**src/rtl/serial_bit_tx_if.sv**
```systemverilog
// Word handshake into serial_bit_tx: producer is master, transmitter is slave.
interface serial_bit_tx_if #(
   parameter int DATA_W = 8
);
   logic [DATA_W-1:0] tx_data;
   logic              tx_valid;
   logic              tx_ready;

   modport master (
      output tx_data,
      output tx_valid,
      input  tx_ready
   );

   modport slave (
      input  tx_data,
      input  tx_valid,
      output tx_ready
   );
endinterface

```
**src/rtl/serial_bit_tx.sv**
```systemverilog
// Framed single-wire transmitter: start, data MSB-first, parity, stop.
// Even parity bit compiled in only with SERIAL_BIT_TX_PARITY_EN defined.
module serial_bit_tx #(
   parameter int DATA_W = 8,
   parameter int DIV    = 1
) (
   input  logic           clk,
   input  logic           rst,
   serial_bit_tx_if.slave tx,
   output logic           ser_out,
   output logic           ser_frame,
   output logic           busy
);
   localparam int DW = $clog2(DIV + 1);
   localparam int BW = $clog2(DATA_W + 1);

   typedef enum logic [2:0] {
      IDLE,
      START,
      DATA,
      STOP
`ifdef SERIAL_BIT_TX_PARITY_EN
      , PARITY
`endif
   } state_t;

   state_t            state, state_n;
   logic [DATA_W-1:0] shreg, shreg_n;
   logic [DW-1:0]     div_cnt, div_n;
   logic [BW-1:0]     bit_cnt, bit_n;
   logic              div_last, bit_last, hs;
   logic              so_n, sf_n;
`ifdef SERIAL_BIT_TX_PARITY_EN
   logic              par, par_n;
`endif

   assign tx.tx_ready = (state == IDLE);
   assign hs          = tx.tx_valid && tx.tx_ready;
   assign div_last    = (div_cnt == DW'(DIV - 1));
   assign bit_last    = (bit_cnt == BW'(DATA_W - 1));

   always_comb begin
      state_n = state;
      shreg_n = shreg;
      div_n   = div_cnt;
      bit_n   = bit_cnt;
`ifdef SERIAL_BIT_TX_PARITY_EN
      par_n   = par;
`endif
      if (state != IDLE)
         div_n = div_last ? '0 : div_cnt + DW'(1);
      case (state)
         IDLE: begin
            if (hs) begin
               shreg_n = tx.tx_data;
               div_n   = '0;
               bit_n   = '0;
`ifdef SERIAL_BIT_TX_PARITY_EN
               par_n   = ^tx.tx_data;
`endif
               state_n = START;
            end
         end
         START: begin
            if (div_last)
               state_n = DATA;
         end
         DATA: begin
            if (div_last) begin
               shreg_n = shreg << 1;
               bit_n   = bit_cnt + BW'(1);
               if (bit_last) begin
`ifdef SERIAL_BIT_TX_PARITY_EN
                  state_n = PARITY;
`else
                  state_n = STOP;
`endif
               end
            end
         end
`ifdef SERIAL_BIT_TX_PARITY_EN
         PARITY: begin
            if (div_last)
               state_n = STOP;
         end
`endif
         STOP: begin
            if (div_last)
               state_n = IDLE;
         end
         default: state_n = IDLE;
      endcase
   end

   // Line outputs are decoded from the next state so they register in step with it.
   always_comb begin
      so_n = 1'b1;
      sf_n = 1'b0;
      unique case (1'b1)
         (state_n == START): so_n = 1'b0;
         (state_n == DATA): begin
            so_n = shreg_n[DATA_W-1];
            sf_n = 1'b1;
         end
`ifdef SERIAL_BIT_TX_PARITY_EN
         (state_n == PARITY): begin
            so_n = par_n;
            sf_n = 1'b1;
         end
`endif
         default: ;
      endcase
   end

   always_ff @(posedge clk or posedge rst) begin
      if (rst) begin
         state     <= IDLE;
         shreg     <= '0;
         div_cnt   <= '0;
         bit_cnt   <= '0;
`ifdef SERIAL_BIT_TX_PARITY_EN
         par       <= 1'b0;
`endif
         ser_out   <= 1'b1;
         ser_frame <= 1'b0;
         busy      <= 1'b0;
      end else begin
         state     <= state_n;
         shreg     <= shreg_n;
         div_cnt   <= div_n;
         bit_cnt   <= bit_n;
`ifdef SERIAL_BIT_TX_PARITY_EN
         par       <= par_n;
`endif
         ser_out   <= so_n;
         ser_frame <= sf_n;
         busy      <= (state_n != IDLE);
      end
   end
endmodule

```
**src/flat_wrapper.sv**
```systemverilog
// flat-port wrapper written by rule: the top's interface ports become plain ports
module serial_bit_tx_flat 
#(
   parameter int DATA_W = 8,
   parameter int DIV    = 1
)
  (clk, rst, ser_out, ser_frame, busy, tx_tx_data, tx_tx_valid, tx_tx_ready);
  serial_bit_tx_if #(.DATA_W(DATA_W)) tx_i ();
  input  logic clk;
  input  logic rst;
  output logic ser_out;
  output logic ser_frame;
  output logic busy;
  input wire logic [$bits(tx_i.tx_data)-1:0] tx_tx_data;
  input wire logic [$bits(tx_i.tx_valid)-1:0] tx_tx_valid;
  output wire logic [$bits(tx_i.tx_ready)-1:0] tx_tx_ready;
  assign tx_i.tx_data = tx_tx_data;
  assign tx_i.tx_valid = tx_tx_valid;
  assign tx_tx_ready = tx_i.tx_ready;
  serial_bit_tx #(.DATA_W(DATA_W), .DIV(DIV)) u_core (.clk(clk), .rst(rst), .tx(tx_i), .ser_out(ser_out), .ser_frame(ser_frame), .busy(busy));
endmodule
```
**config.mk**
```make
export PLATFORM = sky130hd
export DESIGN_NAME = serial_bit_tx_flat
export DESIGN_NICKNAME = d
export VERILOG_FILES = /design/src/rtl/serial_bit_tx_if.sv /design/src/rtl/serial_bit_tx.sv /design/src/flat_wrapper.sv
export SDC_FILE = /design/constraint.sdc
export NUM_CORES = 1
export LEC_CHECK = 0
export CORE_MARGIN = 5
export CORE_UTILIZATION = 53
export CTS_BUF_LIST = sky130_fd_sc_hd__clkbuf_8
export DETAILED_ROUTE_END_ITERATION = 12
export GPL_TIMING_DRIVEN = 0
export PLACE_DENSITY = 0.79
export SYNTH_ARGS = -nofsm -noshare
export SYNTH_HDL_FRONTEND = slang
export SYNTH_SLANG_ARGS = --single-unit
```
**constraint.sdc**
```tcl
create_clock -name clk -period 2.11 [get_ports clk]
set_clock_uncertainty 0.05 [all_clocks]
set_input_delay 0.5275 -clock clk [delete_from_list [all_inputs] [get_ports clk]]
set_output_delay 0.5275 -clock clk [all_outputs]
set_load 0.02 [all_outputs]
```
# == Word-level counts from Yosys, hierarchy flattened ==
# Index checks and enable logic that the tools add are counted.
# classes
addsub,2
eq_ne,8
n_mux,18
n_reduce_logical,6
# op_table
cell,n
$mux W8,2
$pmux W8 S2,1
$mux W3,5
$pmux W3 S4,1
$eq A3 B2 Y1 const B,3
$mux W4,2
$pmux W4 S2,1
$eq A3 B1 Y1 const B,2
$reduce_bool A3 Y1,2
$mux W1,5
$add A4 B1 Y4 const B,1
$eq A4 B3 Y1 const B,1
$ne A2 B2 Y1 const B,2
$logic_not A3 Y1,1
$reduce_and A3 Y1,1
$pmux W1 S2,1
$reduce_bool A2 Y1,1
$add A1 B1 Y1 const B,1
$logic_and A1 B1 Y1,1
# totals
ff_bits,19
out_inout_bits,4
elab_cells,42

# == Depth between registers and ports, before layout ==
# logic_depth
word_depth,6
mapped_depth,6
ltp_nobuf,4

# == Worst setup path after synthesis ==
# OpenSTA, ideal clock, no wires.
# synth_timing
kind,reg-to-output
start,reg u_core.state[0]
end,out tx_tx_ready
t_arrival_ps,1035
setup_slack_ps,497
stages_incl_launch_ff,3
n_path_buf,1
path_cell_list,dfrtp_1 buf_2 nor3_1
# synth_via
elab_chain_len,1
# synth_lines
element,line_no,rtl
"start, declared",serial_bit_tx.sv:27,"state_t state, state_n;"
"start signal, assigned",serial_bit_tx.sv:128,state <= state_n;
$logic_not A3 Y1,serial_bit_tx.sv:37,assign tx.tx_ready = (state == IDLE);
"end, declared",flat_wrapper.sv:16,output wire logic [$bits(tx_i.tx_ready)-1:0] tx_tx_ready;
# No other way between the ends.

# == Worst setup path in the final report ==
# layout_timing
start,reg u_core.ser_out
end,out ser_out
# layout_lines
element,line_no,rtl
"start, declared",serial_bit_tx.sv:10,"output logic ser_out,"
"start signal, assigned",serial_bit_tx.sv:135,ser_out <= so_n;
"end, declared",flat_wrapper.sv:11,output logic ser_out;
# No word-level cell between the ends.

==> results.tsv <==
metric	value	unit
CP delay by family, top	buffers and inverters	
HPWL after DPL	1110	um
sw frac	0.258	
Worst-path clk slew	70	ps
drt initial violations	12	
TritonCTS clock tree	done	
vias in the first global route	664	
Startpoint Class	register	
first-pass detailed-route iteration total	4	
worst setup path end	ser_out	
Crit. path cell count	1	
max-cap violations	0	
worst path bufs/invs	1	
Worst slew margin	0.528	
Die Span Y	49.9	um
Pwr Density	771	mW/mm2
H-tree levels	1	
GPL Wtd Cong	0.752	
worst setup path category	reg2out	
metal3 WL	82	um
antenna-violating nets left	0	
min Tclk post-route	1930	ps
worst setup path start	u_core.ser_out	
fmax	518	MHz
r2r setup slk	450	ps
Worst-Skew Late Latency	250	ps
worst reg2reg path startpoint	u_core.state[1]	
top sig layer	met4	
die area	0.00249	mm2
core area	0.00151	mm2
CTS max path bufs	2	
Total Wirelength	1580	um
layout cell share with drive strength beyond 1	0.135	
Combinational Power Share	0.159	
commonest cells in the netlist	dfrtp_1, nand2_1, a22oi_1, nor2_1	
critical path cell sequence	clkdlybuf4s50_1	
final hold violation count	0	
status	finished, final reports clean	
Yosys top cell area share	0.533	
Int Power	0.000600	W
CP Capture Type	primary output	
largest area contributor in the netlist	dfrtp_1	
largest net degree at the start of global routing	20	
number of buffers added on ports	14	
sequential-to-total area share from yosys stat	0.564	
ant diodes	0	
Sw Pwr	0.000208	W
nets@finish	109	
Ports	15	
Tightest Hold Check Type	reg2reg	
DRC	0	
slowest CP cell	clkdlybuf4s50_1	
Mapped Area	845	um2
asr flop ratio synth	1.00	
library cells used by synthesis	27	
metal2 WL	755	um
Crit path required time	1530	ps
endpoints failing setup	0	
syn nets	90	
via count	603	
first-pass GRT wire length	2850	um
effective utilization at floorplan	0.561	
root buf cell	clkbuf_8	
crit path DAT	1350	ps
maximum single-stage delay on the critical path	590	ps
EDFF count, synth	0	
number of core rows	14	
worst-margin pin slew	707	ps
flop and latch count out of synthesis	19	
CTS buffer count	3	
Leak Pwr	0.498	nW
top post-synthesis cells by area	dfrtp_1, nand2_1, a22oi_1, nor4b_2, dfstp_2	
Via density	5.38	
Clk pwr share	0.305	
Final Cell Area	0.00105	mm2
Total GRT Usage	0.148	
WL/cell	14.1	um
total power	0.000808	W
setup TNS	0	ps
M1 WL	712	um
ys flop type	dfrtp_1	
sequential share of power	0.535	
reg2reg end	u_core.ser_out	
Synth-to-Final Area Change	24.1	%
initial antenna violation count	0	
clock sinks	19	
GRT overflow	0	
Avg Synthesized Cell Area	10.8	um2
R2R cell count	5	
Syn Inst Count	78	
placed cell areas	0.00100	mm2
Max VDD drop	0.000578	V
Die Wd	49.9	um
setup bufs post-CTS	0	
maximum fanout along the worst path	1	
Yosys warning count	0	
hold slack	434	ps
fin crit share	0.916	
Final Slew Violations	0	
most common cell in the netlist	dfrtp_1	
RSZ-0062 raised after global routing	false	
## layout make-up
type                    count  area, um2
fillers                   117        458
inverters                   2       7.51
flip-flops and latches     19        477
clock buffers               3       41.3
well taps                  16       20.0
clock inverters             1       3.75
multi-input cells          53        335
repair buffers             14        139
plain buffers               4       25.0
## power groups by stage
stage | Sequential [W] | Combinational (W) | Clock (W)
after global routing | 0.000438 | 0.000143 | 0.000271
after floorplan | 0.000439 | 0.0000763 | 0
after global placement | 0.000436 | 0.000125 | 0
after CTS | 0.000432 | 0.000130 | 0.000250
after detailed placement | 0.000439 | 0.000130 | 0
final | 0.000433 | 0.000129 | 0.000247
## repair_timing
action	CTS	global route
setup endpoints to repair	1	0
hold endpoints to repair	0	0
resized for setup	1	0
hold buffers	0	0
## layout by cell type (no fill, tap or decap), drive strengths merged, types with 3 or more instances in the layout
master / instances
clkbuf: 4
nor2: 6
inv: 3
dfrtp: 18
buf: 3
clkdlybuf4s50: 13
a22oi: 7
nand2: 17
## sequential cells by signal, indices dropped and copies added (netlist names)
name / count
u_core.shreg: 8
u_core.ser_out: 1
u_core.bit_cnt: 4
u_core.state: 3
u_core.div_cnt: 1
u_core.ser_frame: 1
u_core.busy: 1
## metrics by stage
stage | setup slack [ps] | util | std cells
after detailed placement | 62.0 | 0.667 | 108
after global placement | 83.0 | 0.667 | 108
after global routing | 75.1 | 0.696 | 112
after floorplan | 497 | - | 78
after CTS | 166 | 0.696 | 112
final | 178 | 0.696 | 112
## worst min-delay path by stage
stage	end	slack, ps	from	depth (start not counted)
final	u_core.shreg[2]	430	u_core.shreg[2]	2
after global placement	u_core.shreg[4]	410	u_core.shreg[4]	2
after floorplan	u_core.shreg[1]	400	u_core.shreg[1]	2
after global routing	u_core.shreg[6]	460	u_core.shreg[6]	2
after detailed placement	u_core.shreg[6]	420	u_core.shreg[6]	2
after CTS	u_core.shreg[2]	430	u_core.shreg[2]	2
## cells by family (layout without fill, tap and decap cells)
kind of cell | after synthesis | after routing | share of synthesized area
xor+xnor | 3 | 3 | 0.0311
fa+ha+maj | 1 | 1 | 0.0148
buf+inv | 6 | 24 | 0.0385
simple gates | 31 | 31 | 0.185
compound gates | 15 | 15 | 0.136
other cells | 1 | 1 | 0.00444
mux | 2 | 2 | 0.0252
flops | 19 | 19 | 0.564
## routing by layer
layer  global-route usage  vias to the layer above
li1                     -                      305
met1                0.186                      283
met2                0.227                       11
met3               0.0392                        4
met4               0.0873                        0
met5                    0                        -
Note: power is estimated with default switching activity, not from simulation.
